## src/rtl/program_sayaci_uretici.sv

```systemverilog
// rtl/program_sayaci_uretici.sv - fetch PC generator with in-order fetch queue and redirect drop counter
module program_sayaci_uretici #(
  parameter logic [31:0] BASLANGIC_PS    = 32'h4000_0000,
  parameter int          KUYRUK_DERINLIK = 4
) (
  input  logic        clk_i,
  input  logic        rst_i,
  output logic        ongoru_aktif_o,
  input  logic        ongoru_gecerli_i,
  input  logic [31:0] atlanan_ps_i,
  input  logic        dallanma_hata_i,
  input  logic [31:0] duzeltilmis_ps_i,
  input  logic        durdur_i,
  output logic        getir_istek_o,
  output logic [31:0] getir_ps_o,
  input  logic        getir_hazir_i,
  input  logic        getir_yanit_gecerli_i,
  input  logic [31:0] getir_buyruk_i,
  output logic        buyruk_gecerli_o,
  output logic [31:0] buyruk_o,
  output logic [31:0] buyruk_ps_o,
  output logic        buyruk_ongoru_o
);

  localparam int AW = (KUYRUK_DERINLIK > 1) ? $clog2(KUYRUK_DERINLIK) : 1;
  localparam int PW = AW + 1;
  localparam int DW = 8;
  localparam logic [31:0] HIZA_MASKE = 32'hFFFF_FFFC;

  // Pointers carry one extra wrap bit so full and empty are distinguishable.
  // An entry is filled exactly when it lies between bas (head) and dolum (fill).
  logic [PW-1:0] bas_q, bas_d;
  logic [PW-1:0] son_q, son_d;
  logic [PW-1:0] dolum_q, dolum_d;
  logic [DW-1:0] dusur_q, dusur_d;
  logic [31:0]   ps_q, ps_d;

  logic          gecerli_q, gecerli_d;
  logic [31:0]   buyruk_q, buyruk_d;
  logic [31:0]   buyruk_ps_q, buyruk_ps_d;
  logic          buyruk_ongoru_q, buyruk_ongoru_d;

  logic [31:0]   ps_mem     [KUYRUK_DERINLIK];
  logic          ongoru_mem [KUYRUK_DERINLIK];
  logic [31:0]   veri_mem   [KUYRUK_DERINLIK];

  logic [PW-1:0] sayi;
  logic [PW-1:0] bos_sayi;
  logic [DW-1:0] dusur_toplam;
  logic [AW-1:0] bas_idx;
  logic [AW-1:0] son_idx;
  logic [AW-1:0] dolum_idx;
  logic          kuyruk_dolu;
  logic          kabul;
  logic          yanit_al;
  logic          bas_dolu;
  logic          bas_hazir;
  logic          cek;

  assign sayi        = son_q - bas_q;
  assign bos_sayi    = son_q - dolum_q;
  assign bas_idx     = bas_q[AW-1:0];
  assign son_idx     = son_q[AW-1:0];
  assign dolum_idx   = dolum_q[AW-1:0];
  assign kuyruk_dolu = (sayi == PW'(KUYRUK_DERINLIK));

  assign getir_istek_o  = !rst_i && !dallanma_hata_i && !kuyruk_dolu;
  assign ongoru_aktif_o = getir_istek_o;
  assign getir_ps_o     = ps_q & HIZA_MASKE;
  assign kabul          = getir_istek_o && getir_hazir_i;

  assign yanit_al  = getir_yanit_gecerli_i && (dusur_q == '0) && (bos_sayi != '0) && !dallanma_hata_i;
  assign bas_dolu  = (dolum_q != bas_q);
  // A response landing on an unfilled head bypasses straight to the output register.
  assign bas_hazir = bas_dolu || yanit_al;
  assign cek       = bas_hazir && (!gecerli_q || !durdur_i) && !dallanma_hata_i;

  // Responses still in flight from an earlier flush are dropped ahead of the new ones.
  assign dusur_toplam = dusur_q + DW'(bos_sayi);

  always_comb begin
    ps_d    = ps_q;
    bas_d   = bas_q;
    son_d   = son_q;
    dolum_d = dolum_q;
    dusur_d = dusur_q;
    if (dallanma_hata_i) begin
      ps_d    = duzeltilmis_ps_i & HIZA_MASKE;
      bas_d   = '0;
      son_d   = '0;
      dolum_d = '0;
      if (getir_yanit_gecerli_i && (dusur_toplam != '0)) begin
        dusur_d = dusur_toplam - DW'(1);
      end else begin
        dusur_d = dusur_toplam;
      end
    end else begin
      if (kabul) begin
        ps_d  = ongoru_gecerli_i ? (atlanan_ps_i & HIZA_MASKE) : (ps_q + 32'd4);
        son_d = son_q + PW'(1);
      end
      if (yanit_al) begin
        dolum_d = dolum_q + PW'(1);
      end
      if (cek) begin
        bas_d = bas_q + PW'(1);
      end
      if (getir_yanit_gecerli_i && (dusur_q != '0)) begin
        dusur_d = dusur_q - DW'(1);
      end
    end
  end

  always_comb begin
    gecerli_d       = gecerli_q;
    buyruk_d        = buyruk_q;
    buyruk_ps_d     = buyruk_ps_q;
    buyruk_ongoru_d = buyruk_ongoru_q;
    if (dallanma_hata_i) begin
      gecerli_d = 1'b0;
    end else if (cek) begin
      gecerli_d       = 1'b1;
      buyruk_d        = bas_dolu ? veri_mem[bas_idx] : getir_buyruk_i;
      buyruk_ps_d     = ps_mem[bas_idx];
      buyruk_ongoru_d = ongoru_mem[bas_idx];
    end else if (!durdur_i) begin
      gecerli_d = 1'b0;
    end
  end

  always_ff @(posedge clk_i) begin
    if (rst_i) begin
      ps_q            <= BASLANGIC_PS;
      bas_q           <= '0;
      son_q           <= '0;
      dolum_q         <= '0;
      dusur_q         <= '0;
      gecerli_q       <= 1'b0;
      buyruk_q        <= '0;
      buyruk_ps_q     <= '0;
      buyruk_ongoru_q <= 1'b0;
    end else begin
      ps_q            <= ps_d;
      bas_q           <= bas_d;
      son_q           <= son_d;
      dolum_q         <= dolum_d;
      dusur_q         <= dusur_d;
      gecerli_q       <= gecerli_d;
      buyruk_q        <= buyruk_d;
      buyruk_ps_q     <= buyruk_ps_d;
      buyruk_ongoru_q <= buyruk_ongoru_d;
    end
  end

  always_ff @(posedge clk_i) begin
    if (kabul) begin
      ps_mem[son_idx]     <= getir_ps_o;
      ongoru_mem[son_idx] <= ongoru_gecerli_i;
    end
    if (yanit_al) begin
      veri_mem[dolum_idx] <= getir_buyruk_i;
    end
  end

  assign buyruk_gecerli_o = gecerli_q;
  assign buyruk_o         = buyruk_q;
  assign buyruk_ps_o      = buyruk_ps_q;
  assign buyruk_ongoru_o  = buyruk_ongoru_q;

endmodule

```

## config.mk

```make
export PLATFORM = sky130hd
export DESIGN_NAME = program_sayaci_uretici
export DESIGN_NICKNAME = d
export VERILOG_FILES = /design/src/rtl/program_sayaci_uretici.sv
export SDC_FILE = /design/constraint.sdc
export NUM_CORES = 1
export LEC_CHECK = 0
export CORE_ASPECT_RATIO = 1.25
export CORE_MARGIN = 2
export CORE_UTILIZATION = 35
export DETAILED_ROUTE_END_ITERATION = 8
export RECOVER_POWER = 25
export SLEW_MARGIN = 20
export SYNTH_ARGS = -nofsm -noshare
export SYNTH_HDL_FRONTEND = slang
export SYNTH_SLANG_ARGS = --single-unit
```

## constraint.sdc

```tcl
create_clock -name clk_i -period 3.3 [get_ports clk_i]
set_input_delay 0.66 -clock clk_i [delete_from_list [all_inputs] [get_ports clk_i]]
set_output_delay 0.66 -clock clk_i [all_outputs]
set_load 0.02 [all_outputs]
```

# [Word-level counts from Yosys, hierarchy flattened]
# Memories as Yosys holds them, arrays and structs flattened. A register that Yosys moved wholly into a read port is not among the register bits.
# Cells that the tools add are included.
[op_classes] addsub=9 n_eq_ne=3 muxes=15 bitwise=1 reduce_logical=25
[ops] cell="$mux 32" n=4
[ops] cell="$add 32x3->32 const B" n=1
[ops] cell="$mux 8" n=3
[ops] cell="$reduce_bool 8->1" n=2
[ops] cell="$sub 8x1->8 const B" n=2
[ops] cell="$logic_and 1x1->1" n=10
[ops] cell="$add 3x1->3 const B" n=3
[ops] cell="$add 8x3->8" n=1
[ops] cell="$logic_not 8->1" n=1
[ops] cell="$mux 1" n=6
[ops] cell="$sub 3x3->3" n=2
[ops] cell="$logic_not 1->1" n=5
[ops] cell="$mux 2" n=2
[ops] cell="$reduce_bool 2->1" n=2
[ops] cell="$eq 3x3->1 const B" n=1
[ops] cell="$ne 3x3->1" n=1
[ops] cell="$reduce_bool 3->1" n=1
[ops] cell="$logic_or 1x1->1" n=2
[ops] cell="$ne 2x1->1 const B" n=1
[ops] cell="$reduce_and 2->1" n=1
[ops] cell="$reduce_or 2->1" n=1
[ops] cell="$not 1->1" n=1
[totals] reg_bits=114 ram_bits=252 out_inout_bits=100 wordCells=65 n_memories=3
[memory_table] memory="veri_mem" depth=4 width=32 rd=1 rd_ports_with_merged_regs=1 write_ports=1 line="45" source="logic [31:0] veri_mem [KUYRUK_DERINLIK];"
[memory_table] memory="ps_mem" depth=4 width=30 rd=1 rd_ports_with_merged_regs=1 write_ports=1 line="43" source="logic [31:0] ps_mem [KUYRUK_DERINLIK];"
[memory_table] memory="ongoru_mem" depth=4 width=1 rd=1 rd_ports_with_merged_regs=1 write_ports=1 line="44" source="logic ongoru_mem [KUYRUK_DERINLIK];"

# [Logic depth before layout (Yosys ltp)]
[logic_depth] ltp_word=9 mapped_depth=12

# [Worst setup path after synthesis]
# Ideal clock, no wire load.
[synth_timing] kind="reg-to-reg" startpoint="reg bas_q[1]" endpoint="mem ongoru_mem[0] (enable)" setup_time_ps=391 t_arrival_ps=2897 required_time_ps=2909 setup_slack_ps=12 stages_incl_launch_ff=10 path_buffers=3 path_cell_list="dfxtp_1 > buf_2 > buf_1 > inv_1 > ha_1 > nor2b_1 > xnor2_2 > a311oi_2 > buf_2 > and2_1"
[synth_between] elab_chain_cells=7
[synth_lines] element="from (decl)" line="32" source="logic [PW-1:0] bas_q, bas_d;"
[synth_lines] element="from (signal assigned)" line="144" source="bas_q <= bas_d;"
[synth_lines] element="$sub 3x3->3" line="60" source="assign sayi = son_q - bas_q;"
[synth_lines] element="$eq 3x3->1" line="65" source="assign kuyruk_dolu = (sayi == PW'(KUYRUK_DERINLIK));"
[synth_lines] element="$logic_not 1->1" line="67" source="assign getir_istek_o = !rst_i && !dallanma_hata_i && !kuyruk_dolu;"
[synth_lines] element="$logic_and 1x1->1" line="67"
[synth_lines] element="$logic_and 1x1->1" line="70" source="assign kabul = getir_istek_o && getir_hazir_i;"
[synth_lines] element="$mux 1" line="156" source="if (kabul) begin"
[synth_lines] element="$mux 1 (implied by the code)" line="158" source="ongoru_mem[son_idx] <= ongoru_gecerli_i;"
[synth_lines] element="to (decl)" line="44"
# No other way between the ends.

# [Worst setup path after layout]
[layout_timing] startpoint="reg son_q[0]" endpoint="reg dusur_q[4]"
[layout_between] elab_chain_cells=6 word_cells_on_any_way=7 classes_between="3 x add/sub; 2 x mux; 2 x reduce/logical"
[layout_lines] element="from (decl)" line="33" source="logic [PW-1:0] son_q, son_d;"
[layout_lines] element="from (signal assigned)" line="145" source="son_q <= son_d;"
[layout_lines] element="$sub 3x3->3 (*)" line="61" source="assign bos_sayi = son_q - dolum_q;"
[layout_lines] element="$add 8x3->8 (*)" line="79" source="assign dusur_toplam = dusur_q + DW'(bos_sayi);"
[layout_lines] element="parallel branches: the longest is 2 deep, another holds $sub 8x1->8"
[layout_lines] element="$mux 8 (*)" line="92" source="if (getir_yanit_gecerli_i && (dusur_toplam != '0)) begin"
[layout_lines] element="$mux 8 (*)" line="87" source="if (dallanma_hata_i) begin"
[layout_lines] element="to (signal assigned)" line="147" source="dusur_q <= dusur_d;"
[layout_lines] element="to (decl)" line="35" source="logic [DW-1:0] dusur_q, dusur_d;"
# Mark *: on every way between the ends.
# A chain may end at the register's enable or synchronous reset.

==> results.txt <==
- Status: finished, final reports clean
- Between clock sinks in the finished design, the worst skew comes to roughly 22 ps.
- Clock tree synthesis selected as its root buffer the cell sky130_fd_sc_hd__clkbuf_16.
- Port buffering added a little under 200 buffers.
- The detailed router finished its first iteration with between 600 and 700 violations.
- Transition time at the pin with the least slew margin: ~1000 ps
- Setup TNS Final: 0 ps
* Pleak: around 0.0064 uW
- Arrival time of the worst setup path: between 3000 and 4000 ps
- Launch point of the worst reg-to-reg path: son_q[0]
- Following the worst setup path forward leads to its endpoint at dusur_q[4].
- Via count of the first global-routing pass: 10,400
- Rel. slew slack: between 30% and 40%
- Largest delay share family, worst path: compound AO/OA/AOI/OAI gates
* Slowest stage cell on the critical path: sky130_fd_sc_hd__fa_2
- Core area: 44,100 sq um
* Worst setup path category: reg -> reg
- Along the worst path, the maximum fanout reaches 4.
- Total global routing track utilization: between 10% and 20%
- DRC violations left: 0
- Pre-Repair DR Iteration Count: 5
* Worst R2R Path Depth: 11
- NumNets Final: around 1,500
- Dominant combinational cell family by area after synthesis: multiplexers
- The signal on the critical path passes through inv_1 -> ha_1 -> inv_1 -> fa_2 -> ha_4 -> a211o_1 -> a211oi_4 -> o311ai_4 -> o2111a_1 -> nor3_2 -> mux2_1.
- Max_cap viols: 0
- Most used cells in the layout excluding fill and tap cells: 252 x sky130_fd_sc_hd__edfxtp_1, 172 x sky130_fd_sc_hd__clkdlybuf4s50_1, 112 x sky130_fd_sc_hd__nand2_1
- Top_reg_cell synth: sky130_fd_sc_hd__edfxtp_1
- Kind of launch point of the worst setup path: flop
* Number of inserted diodes: 0
* Number of clock buffers inserted by TritonCTS: 38
- Initial antenna violation count: 5
* Mux cell area share after synthesis: 11.7%
* Pins over their slew limit: 0
- The floorplan has 86 rows.
* Cell type contributing the most total cell area after synthesis: sky130_fd_sc_hd__edfxtp_1
- The clock drives approximately 370 sinks.
- The worst hold path belongs to the class reg -> reg.
* Distinct cells, synth: 77
* Simple-gate share of the synthesized area: between 8 and 9%
* Most common library cell in the layout ignoring fill and taps: sky130_fd_sc_hd__edfxtp_1
- The hold violation total from the final report was 0.
* Horizontal die dimension: about 190 microns
- At the end of routability-driven placement, the weighted congestion stood at around 0.81.
* Area of the multi-input gates: ~5500 sq um
* Number of enable flip-flop cells after synthesis: 252
- Data on the critical path is required at its endpoint by roughly 3700 ps.
- Post-synthesis cell count: between 1,000 and 1,500
* Total power after layout: around 10,000 uW
* P&R area growth vs syn: 26.4%
- Based on the critical path, the design can be clocked at up to 317 MHz.
- In this design, the stage delay of the slowest critical-path cell is 600 ps.
* TritonCTS clock tree: done
- In the final layout, the share of cells above drive strength 1 is 17.0%.
- Adder-cell area share of the yosys netlist: between 1.5 and 2%
- Die outline height: 240 microns
- After layout, the minimum clock period comes to ~3200 ps.
* Library cell appearing most often on the critical path: sky130_fd_sc_hd__inv_1
* Share of async-settable or async-resettable flops after synthesis: 0%
- The sequential cells in the finished layout cover a total of approximately 9800 sq um.
- Pin placement for this block handled ~200 I/O pins.
* Share of the clock period used by the worst path after layout: between 90% and 100%
* Share of synthesized area occupied by flip-flops and latches: between 60% and 70%
- The critical path starts at son_q[0].
* Number of warning messages in the yosys log: 0
- In this run the biggest area consumer among cell types represents between 40% and 50% of the synthesized area.
* Total Die Area: around 46,000 sq um
* Post-synthesis compound-gate area fraction: a little over a tenth
* Detail-routed net length per standard cell: just over 20 microns
- The worst setup path is captured at a flop.
- Half-perimeter wire length of the detailed placement result: about 25,000 microns
* Fill cell count: ~4,000
* Instance count on the critical path: 11
* Setup slack of the most critical reg-to-reg path: about 140 ps
- The total overflow left after global routing is 0.
- Top area cells in the synthesized netlist: sky130_fd_sc_hd__edfxtp_1 48%, sky130_fd_sc_hd__dfxtp_1 14%, sky130_fd_sc_hd__mux4_2 9.1%, sky130_fd_sc_hd__nand2_1 2.7%, sky130_fd_sc_hd__mux2i_1 2.6%
- Synthesis inferred ~370 register bits.
- RR Endpoint: dusur_q[4]
- Final ANT Viol Nets: 0
- A synthesized cell averages ~14 sq um.
* Initial core utilization: 35.5%
- Clock Pin Slew Worst Setup and Hold Paths: roughly 60 ps
- Number of buffers and inverters on the critical path: 2
* Post-synthesis cell area: 15,600 sq um
* Maximum number of pins on one net before global-route repair: between 50 and 60
* Total wire length after detailed routing: approximately 40,000 microns
- Setup violations remaining at the end of the flow were counted as 0.
* Clock insertion delay at the later pin of the skew report: approximately 530 ps
- After Yosys synthesis, XOR and XNOR cells account for roughly 2.1% of the synthesized area.
- Maximum clock insertion buffer count: 3
- The routed layout has just over 10,000 vias.
- Using the TritonRoute via totals, the vias-per-cell ratio works out to about 5.2.
- Number of levels in the clock H-tree: 2
* Unrepaired setup endpoints after global routing: no
- Hold_buf cts: 0
* IR drop worst, VDD: about 0.35 mV
* Global-route wire length before repair: between 60,000 and 70,000 microns
- Power per cell area: between 500 and 600 nW/um^2
[flip-flops by register name, indices dropped and copies added (netlist names), named ones only]
signal            cells
veri_mem            128
ps_mem              120
buyruk_o             32
buyruk_ps_o          30
ps_q                 30
dusur_q               8
ongoru_mem            4
bas_q                 3
dolum_q               3
son_q                 3
buyruk_gecerli_o      1
buyruk_ongoru_o       1
[cell type report]
class	count	share of cell area, %
clock buffer	50	5.04
inverter	27	0.513
tap	572	3.62
clock inverter	20	1.01
timing repair buffer	249	12.3
sequential	365	49.7
multi-input combinational	660	27.8
[cells by family after synthesis]
family,after synthesis
multiplexers,104
buffers and inverters,100
adder cells (fa/ha/maj),22
flip-flops,365
XOR/XNOR,35
AND/OR/NAND/NOR,271
AO/OA/AOI/OAI,224
other,1
[routing by layer]
| layer | GRT usage (%) | up-vias | part of all wire (%) |
|---|---|---|---|
| li1 | - | 4723 | - |
| met1 | 22.4 | 5093 | 42 |
| met2 | 29.4 | 294 | 50 |
| met3 | 2.88 | 74 | 5.6 |
| met4 | 5.17 | 10 | 2.4 |
| met5 | 0 | - | 0.18 |
[worst min path at each step]
stage,startpoint,end,slack (ps),cells after the start
finish,buyruk_ps_o[17],buyruk_ps_o[17],450,2
global route,buyruk_ps_o[15],buyruk_ps_o[15],480,2
CTS,buyruk_ps_o[17],buyruk_ps_o[17],460,2
detailed placement,buyruk_ps_o[17],buyruk_ps_o[17],450,2
global placement,buyruk_ps_o[28],buyruk_ps_o[28],440,2
floorplan,dolum_q[1],dolum_q[1],490,2
[Yosys cell counts (7+ instances only)]
master	instances
sky130_fd_sc_hd__a211oi_1	14
sky130_fd_sc_hd__xor2_1	12
sky130_fd_sc_hd__ha_1	20
sky130_fd_sc_hd__o21ai_0	25
sky130_fd_sc_hd__nor3_1	15
sky130_fd_sc_hd__nand3_1	16
sky130_fd_sc_hd__inv_1	27
sky130_fd_sc_hd__xnor2_1	21
sky130_fd_sc_hd__edfxtp_1	252
sky130_fd_sc_hd__o21ai_1	7
sky130_fd_sc_hd__a21o_1	9
sky130_fd_sc_hd__nand4_1	9
sky130_fd_sc_hd__mux4_2	63
sky130_fd_sc_hd__a211oi_2	23
sky130_fd_sc_hd__nor2_1	69
sky130_fd_sc_hd__nand2_1	112
sky130_fd_sc_hd__mux2i_1	40
sky130_fd_sc_hd__dfxtp_1	113
sky130_fd_sc_hd__clkbuf_1	37
sky130_fd_sc_hd__and2_1	10
sky130_fd_sc_hd__buf_2	21
sky130_fd_sc_hd__o22ai_1	14
sky130_fd_sc_hd__a21oi_1	72
[where the power goes]
group / switching [uW] / leakage, uW / internal [uW]
Sequential: 116 / 0.00321 / 4960
Clock: 1740 / 0.000587 / 2390
Combinational: 449 / 0.00259 / 392
Total: 2310 / 0.00639 / 7740
[per-stage QoR]
| stage | std cells | utilization (%) | hold WS [ps] | worst slack, ps | area, sq um |
|---|---|---|---|---|---|
| floorplan | 1125 | - | 489 | 12.0 | 15700 |
| global placement | 1872 | 41.9 | 445 | 42.1 | 18500 |
| detailed placement | 1872 | 41.9 | 448 | 3.18 | 18500 |
| CTS | 1942 | 44.6 | 456 | 22.3 | 19700 |
| global route | 1943 | 44.8 | 475 | 12.6 | 19800 |
| finish | 1943 | 44.8 | 454 | 144 | 19800 |
[timing repair]
item                                    4_1_cts  5_1_grt
pin swaps                                     0        2
buffers inserted                              0        1
endpoints found under the setup margin        3        6
gates resized for setup                       2       15
[worst register-to-register path, cell delays in order (launching register included)]
cell and delay (ps):
sky130_fd_sc_hd__dfxtp_1 310, sky130_fd_sc_hd__inv_1 70, sky130_fd_sc_hd__ha_1 140, sky130_fd_sc_hd__inv_1 50, sky130_fd_sc_hd__fa_2 600, sky130_fd_sc_hd__ha_4 230, sky130_fd_sc_hd__a211o_1 350, sky130_fd_sc_hd__a211oi_4 330
sky130_fd_sc_hd__o311ai_4 170, sky130_fd_sc_hd__o2111a_1 290, sky130_fd_sc_hd__nor3_2 180, sky130_fd_sc_hd__mux2_1 330
Power figures use the tool's default switching activity.
